==> src/rtl/mul_pkg.sv <==
// Shared definitions for the two-requester shift-add multiplier scheduler.
package mul_pkg;

  localparam int N = 16;

  typedef enum logic [1:0] {
    IDLE,
    RUN,
    DONE
  } state_t;

  typedef logic req_id_t;

endpackage

==> src/rtl/mul_step.sv <==
// One shift-add step: conditionally adds the aligned multiplicand into the accumulator.
module mul_step #(
  parameter int N = 16
) (
  input  logic [2*N-1:0] acc,
  input  logic [2*N-1:0] mcand,
  input  logic           mbit,
  output logic [2*N-1:0] acc_next
);

  always_comb begin
    acc_next = mbit ? (acc + mcand) : acc;
  end

endmodule

==> src/rtl/mul_sched.sv <==
// Round-robin scheduler sharing one sequential N-step multiplier between two requesters.
module mul_sched
  import mul_pkg::*;
#(
  parameter int N = mul_pkg::N
) (
  input  logic         clk,
  input  logic         rst,
  input  logic         req0_valid,
  output logic         req0_ready,
  input  logic [N-1:0] req0_a,
  input  logic [N-1:0] req0_b,
  input  logic         req1_valid,
  output logic         req1_ready,
  input  logic [N-1:0] req1_a,
  input  logic [N-1:0] req1_b,
  output logic         rsp_valid,
  input  logic         rsp_ready,
  output req_id_t      rsp_id,
  output logic [N-1:0] rsp_lo,
  output logic [N-1:0] rsp_hi,
  output logic         busy
);

  localparam int CW = $clog2(N) + 1;

  state_t         state, state_next;
  logic [2*N-1:0] acc, mcand, acc_next;
  logic [N-1:0]   mplier;
  logic [CW-1:0]  cnt;
  req_id_t        cur_id, last_id;
  logic           grant0, grant1, grant, last_step;

  // last_id == 1 means requester 0 wins a tie next time
  always_comb begin
    grant0 = 1'b0;
    grant1 = 1'b0;
    if (!rst && state == IDLE) begin
      if (req0_valid && (!req1_valid || last_id == 1'b1)) begin
        grant0 = 1'b1;
      end else if (req1_valid) begin
        grant1 = 1'b1;
      end
    end
  end

  assign grant      = grant0 | grant1;
  assign req0_ready = grant0;
  assign req1_ready = grant1;
  assign rsp_valid  = (state == DONE);
  assign busy       = (state != IDLE);
  assign last_step  = (cnt == CW'(1));

  always_ff @(posedge clk) begin
    if (rst) begin
      state <= IDLE;
    end else begin
      state <= state_next;
    end
  end

  always_comb begin
    state_next = state;
    unique case (state)
      IDLE:    if (grant)     state_next = RUN;
      RUN:     if (last_step) state_next = DONE;
      DONE:    if (rsp_ready) state_next = IDLE;
      default: state_next = IDLE;
    endcase
  end

  mul_step #(.N(N)) u_step (
    .acc      (acc),
    .mcand    (mcand),
    .mbit     (mplier[0]),
    .acc_next (acc_next)
  );

  // Result registers only load on the final step so they hold between operations
  always_ff @(posedge clk) begin
    if (rst) begin
      acc     <= '0;
      mcand   <= '0;
      mplier  <= '0;
      cnt     <= '0;
      cur_id  <= 1'b0;
      last_id <= 1'b1;
      rsp_lo  <= '0;
      rsp_hi  <= '0;
      rsp_id  <= 1'b0;
    end else if (grant) begin
      acc     <= '0;
      mcand   <= {{N{1'b0}}, (grant1 ? req1_a : req0_a)};
      mplier  <= grant1 ? req1_b : req0_b;
      cnt     <= CW'(N);
      cur_id  <= grant1;
      last_id <= grant1;
    end else if (state == RUN) begin
      acc    <= acc_next;
      mcand  <= mcand << 1;
      mplier <= mplier >> 1;
      cnt    <= cnt - CW'(1);
      if (last_step) begin
        rsp_lo <= acc_next[N-1:0];
        rsp_hi <= acc_next[2*N-1:N];
        rsp_id <= cur_id;
      end
    end
  end

endmodule

==> config.mk <==
export PLATFORM = sky130hd
export DESIGN_NAME = mul_sched
export DESIGN_NICKNAME = d
export VERILOG_FILES = /design/src/rtl/mul_pkg.sv /design/src/rtl/mul_step.sv /design/src/rtl/mul_sched.sv
export SDC_FILE = /design/constraint.sdc
export NUM_CORES = 1
export LEC_CHECK = 0
export CORE_MARGIN = 10
export CORE_UTILIZATION = 58
export CTS_BUF_LIST = sky130_fd_sc_hd__clkbuf_16
export DETAILED_ROUTE_END_ITERATION = 10
export PLACE_DENSITY = 0.86
export SETUP_SLACK_MARGIN = 0.15
export SYNTH_ARGS = -nofsm -noshare
export SYNTH_HDL_FRONTEND = slang
export SYNTH_SLANG_ARGS = --single-unit
==> constraint.sdc <==
create_clock -name clk -period 9.1 [get_ports clk]
set_clock_uncertainty 0.15 [all_clocks]
set_input_delay 2.275 -clock clk [delete_from_list [all_inputs] [get_ports clk]]
set_output_delay 2.275 -clock clk [all_outputs]
set_load 0.03 [all_outputs]
## After elaboration in Yosys (flattened, before gate mapping)

Cells that the tools add are included.

| storage, ports and cells | value |
|---|---|
| input bits | 69 |
| bits in read-only memories | 0 |
| bits in registers | 122 |
| latch bits | 0 |
| word-level logic and storage cells | 51 |
| output and inout bits | 37 |
| memories | 0 |
| bits in writable memories | 0 |

| operators by class | value |
|---|---|
| bitwise gates (word level) | 2 |
| equal/unequal tests | 6 |
| shifts and indexed selects | 0 |
| mux-type cells | 18 |
| div/mod/pow operators | 0 |
| magnitude comparators | 0 |
| reductions and logical operators | 11 |
| $mul | 0 |
| add/sub/neg operators | 2 |

Operators by type and width:

| kind | count |
|---|---|
| $mux W16 | 6 |
| $add A32 B32 Y32 | 1 |
| $mux W32 | 1 |
| $mux W5 | 2 |
| $mux W2 | 3 |
| $pmux W2 S3 | 1 |
| $reduce_and A3 Y1 | 2 |
| $eq A5 B1 Y1 const B | 1 |
| $mux W1 | 5 |
| $sub A5 B1 Y5 const B | 1 |
| $ne A2 B2 Y1 const B | 2 |
| $reduce_bool A2 Y1 | 2 |
| $eq A2 B1 Y1 const B | 1 |
| $eq A2 B2 Y1 const B | 1 |
| $logic_and A1 B1 Y1 | 2 |
| $logic_not A1 Y1 | 2 |
| $logic_not A2 Y1 | 1 |
| $ne A2 B1 Y1 const B | 1 |
| $reduce_or A2 Y1 | 1 |
| $logic_or A1 B1 Y1 | 1 |
| $not A1 Y1 | 1 |
| $or A1 B1 Y1 | 1 |

## Logic depth before layout (Yosys ltp)

| logic depth | value |
|---|---|
| word-level depth | 8 |
| mapped depth | 11 |

## Cells and area by module

From an unflattened synthesis, not the netlist that was laid out.

| unflattened totals | value |
|---|---|
| cells, all modules | 921 |
| area, all modules | 7,649.8 um^2 |

By module, submodules not included:

| module | cells each | instances | area an instance (um^2) |
|---|---|---|---|
| mul_sched | 600 | 1 | 5,417.7 |
| mul_step | 321 | 1 | 2,232.1 |

## Worst setup path before layout

OpenSTA, ideal clock, no wires.

| path | value |
|---|---|
| kind | input-to-output |
| start | input port rst |
| end | output port req0_ready |
| required time | 6.675 ns |
| cell stages on the path | 5 |
| data arrival time | 3.447 ns |
| path buffers | 3 |
| slack | 3.228 ns |
| path through | clkbuf_1 nor2_1 and3_1 clkbuf_1 clkbuf_1 |

| on the way | value |
|---|---|
| longest elaborated chain between the ends | 3 |

Ends and longest elaborated chain:

| item | line | RTL |
|---|---|---|
| start, declared | mul_sched.sv:8 | `input logic rst,` |
| $logic_not A1 Y1 | mul_sched.sv:38 | `if (!rst && state == IDLE) begin` |
| $logic_and A1 B1 Y1 | mul_sched.sv:38 |  |
| $mux W1 | mul_sched.sv:38 |  |
| end, declared | mul_sched.sv:10 | `output logic req0_ready,` |

Every way passes these cells.

## Worst setup path in the final report

| path | value |
|---|---|
| start | input port rst |
| end | output port req1_ready |

| on the way | value |
|---|---|
| longest elaborated chain between the ends | 3 |

Ends and longest elaborated chain:

| item | line | RTL |
|---|---|---|
| $logic_not A1 Y1 | mul_sched.sv:38 |  |
| $logic_and A1 B1 Y1 | mul_sched.sv:38 |  |
| $mux W1 | mul_sched.sv:38 |  |
| end, declared | mul_sched.sv:14 | `output logic req1_ready,` |

Every way passes these cells.

==> impl_metrics.env <==
export IMPL_status="finished, final reports clean"
export IMPL_cp_depth=5
export IMPL_cts_hold_buf=0
export IMPL_grt_antenna_before_repair=0
export IMPL_ys_seq_area_share_pct=37.3
export IMPL_synthTopCellsByArea="dfxtp_1 37%, a21oi_1 8.1%, nand2_1 7.9%, ha_1 6.3%, nor2_1 4.9%"
export IMPL_area_growth_pct=25.5
export IMPL_worstSkewPairLatency_ns=0.43
export IMPL_nets=994
export IMPL_num_antenna_cells=0
export IMPL_cap_violations=0
export IMPL_crit_slowest_cell="buf_4"
export IMPL_dieArea_sq_um=15900
export IMPL_vias=6455
export IMPL_ir_worst_vdd_uv=152
export IMPL_die_w_um=126
export IMPL_grt_usage_pct=23.3
export IMPL_cp_num_buf_inv=3
export IMPL_hold_viol=0
export IMPL_yosysWarningCount=0
export IMPL_maxSlewHeadroom_pct=21.8
export IMPL_port_buffer_count=105
export IMPL_nFillCells=814
export IMPL_worstPathMaxFanout=73
export IMPL_grt_overflow_total=0
export IMPL_synth_edf_count=0
export IMPL_core_area_sq_um=10900
export IMPL_r2r_end="rsp_hi[14]"
export IMPL_ys_types=61
export IMPL_post_route_period_util_pct=70.5
export IMPL_fin_ws_ns=2.69
export IMPL_drt_wl_total_um=18500
export IMPL_worstHoldStart="mplier[8]"
export IMPL_crit_chain="buf_2, buf_4, nor2_1, and3_1, clkdlybuf4s50_1"
export IMPL_cpPeakStageDelay_ns=0.61
export IMPL_fin_util_pct=75.2
export IMPL_first_pass_iters=8
export IMPL_netlist_area_leader_share_pct=37.3
export IMPL_post_route_min_period_ns=6.41
export IMPL_row_count=38
export IMPL_powerDensity_nw_per_um2=176
export IMPL_setup_violations=0
export IMPL_avgViaCountPerCell=6.18
export IMPL_avgSynthCellArea_sq_um=8.04
export IMPL_place_ws_ns=2.72
export IMPL_place_gp_congestion=0.985
export IMPL_synth_nets=918
export IMPL_worst_pin_slew_ns=1.17
export IMPL_grt_pass1_vias=6529
export IMPL_start_util_pct=59.9
export IMPL_clockBufferDepth=2
export IMPL_wl_per_cell_um=17.7
export IMPL_post_cts_buffers=0
export IMPL_crit_family="buffers and inverters"
export IMPL_htreeDepth=4
export IMPL_regArea_sq_um=2440
export IMPL_ys_ff_latch=122
export IMPL_hp_class="register to register"
export IMPL_synthCells=815
export IMPL_hold_end="mplier[8]"
export IMPL_io_pin_count=106
export IMPL_cts_root_buf="clkbuf_16"
export IMPL_criticalPathCategory="primary input to primary output"
export IMPL_route_detailed_drc=0
export IMPL_path_clk_slew_ns=0.05
export IMPL_critical_path_arrival_ns=3.99
export IMPL_r2r_slack_ns=5.91
export IMPL_yosysMostFrequentCell="nand2_1"
export IMPL_yosysTopAreaCell="dfxtp_1"
export IMPL_die_y_um=126
export IMPL_clock_sinks=122
export IMPL_maxSlewViolCount=0
export IMPL_grt_max_degree=76
export IMPL_ant_nets=0
export IMPL_synth_common_cells="137 x nand2_1, 122 x dfxtp_1, 106 x a21oi_1"
export IMPL_synthArstFlopShare_pct=0
export IMPL_rsz0062_at_grt="no"
export IMPL_multiInputGateArea_sq_um=3860
export IMPL_grt_pass1_wl_um=31200
export IMPL_cellLeakagePower_nw=3.04
export IMPL_cp_end_kind="primary output"
export IMPL_tns_ns=0
export IMPL_drt_initial_drc_count=639
export IMPL_r2r_cells=11
export IMPL_r2r_start="mcand[0]"
export IMPL_cts_tree="built"
export IMPL_required_ns=6.68
export IMPL_ys_flop_type="dfxtp_1"
export IMPL_fmax_mhz=156
export IMPL_cts_buffers=17
export IMPL_whs_path_depth=2
export IMPL_cts_resized=0
export IMPL_layout_drive_gt1_share_pct=6.75
export IMPL_crit_path_start_kind="primary input"
export IMPL_dp_hpwl_um=12800
export IMPL_syn_area_sq_um=6550
export IMPL_p_total_mw=1.45
[layout make-up]
type                            instances  share of cell area (%)
Clock buffer                           17                    5.18
Clock inverter                         15                    1.95
Inverter                               14                   0.639
Multi-Input combinational cell        623                    46.9
Sequential cell                       122                    29.7
Tap cell                              140                    2.13
Timing Repair Buffer                  113                    13.5
[layer usage]
layer  vias up  global-route usage (%)  share of wire [%]
met2       315                    37.9                 47
met5         -                       0                  0
li1       3096                       -                  -
met4         0                    9.24                2.6
met3        47                    9.48                9.3
met1      2997                    26.8                 41
[how the worst max path moves through the flow]
stage | startpoint | endpoint | slack, ns
floorplan | rst | req0_ready | 3.23
global placement | rst | req0_ready | 2.76
detailed placement | rst | req1_ready | 2.72
CTS | rst | req1_ready | 2.71
global route | rst | req0_ready | 2.56
finish | rst | req1_ready | 2.69
[placed cells by master, fill, tap and decap left out, types with 12 or more instances in the layout]
cell | synthesis | final
nand2_1 | 137 | 137
dfxtp_1 | 122 | 122
a21oi_1 | 106 | 106
clkdlybuf4s50_1 | 0 | 104
nor2_1 | 85 | 84
a211oi_1 | 35 | 35
ha_1 | 33 | 33
xnor2_1 | 24 | 24
a222oi_1 | 24 | 24
o21ai_0 | 17 | 17
mux2i_1 | 17 | 17
clkbuf_16 | 0 | 17
inv_1 | 14 | 16
a21o_1 | 15 | 15
nor3_1 | 12 | 12
[kinds of logic after synthesis]
logic type	after synthesis	synth area share, %
AND/OR/NAND/NOR	289	19.1
AO/OA/AOI/OAI	250	25.9
flip-flops	122	37.3
buffers and inverters	70	4.03
adder cells (fa/ha/maj)	34	6.61
XOR/XNOR	32	4.28
multiplexers	18	2.77
[tightest hold or removal path: cells and delay by family, from the launching register on]
kind | cells | cell delay, ns
simple gates | 1 | 0.05
compound gates | 1 | 0.05
flops | 1 | 0.31
[stage by stage]
stage	hold WS [ns]	std cells	cell area, sq um
CTS	0.312	1044	8220
finish	0.314	1044	8220
floorplan	0.282	815	6550
global route	0.342	1044	8220
detailed placement	0.299	1012	7630
global placement	0.293	1012	7630
[state kept, by name, indices dropped and copies added (netlist names)]
register / count
acc: 32
cnt: 5
cur_id: 1
last_id: 1
mcand: 32
mplier: 16
rsp_hi: 16
rsp_id: 1
rsp_lo: 16
state: 2
[where the power goes]
part	internal, mW	switching, mW
combinational	0.0859	0.116
sequential	0.558	0.0191
clock	0.424	0.246
total	1.07	0.381
(Power assumes the default switching activity.)
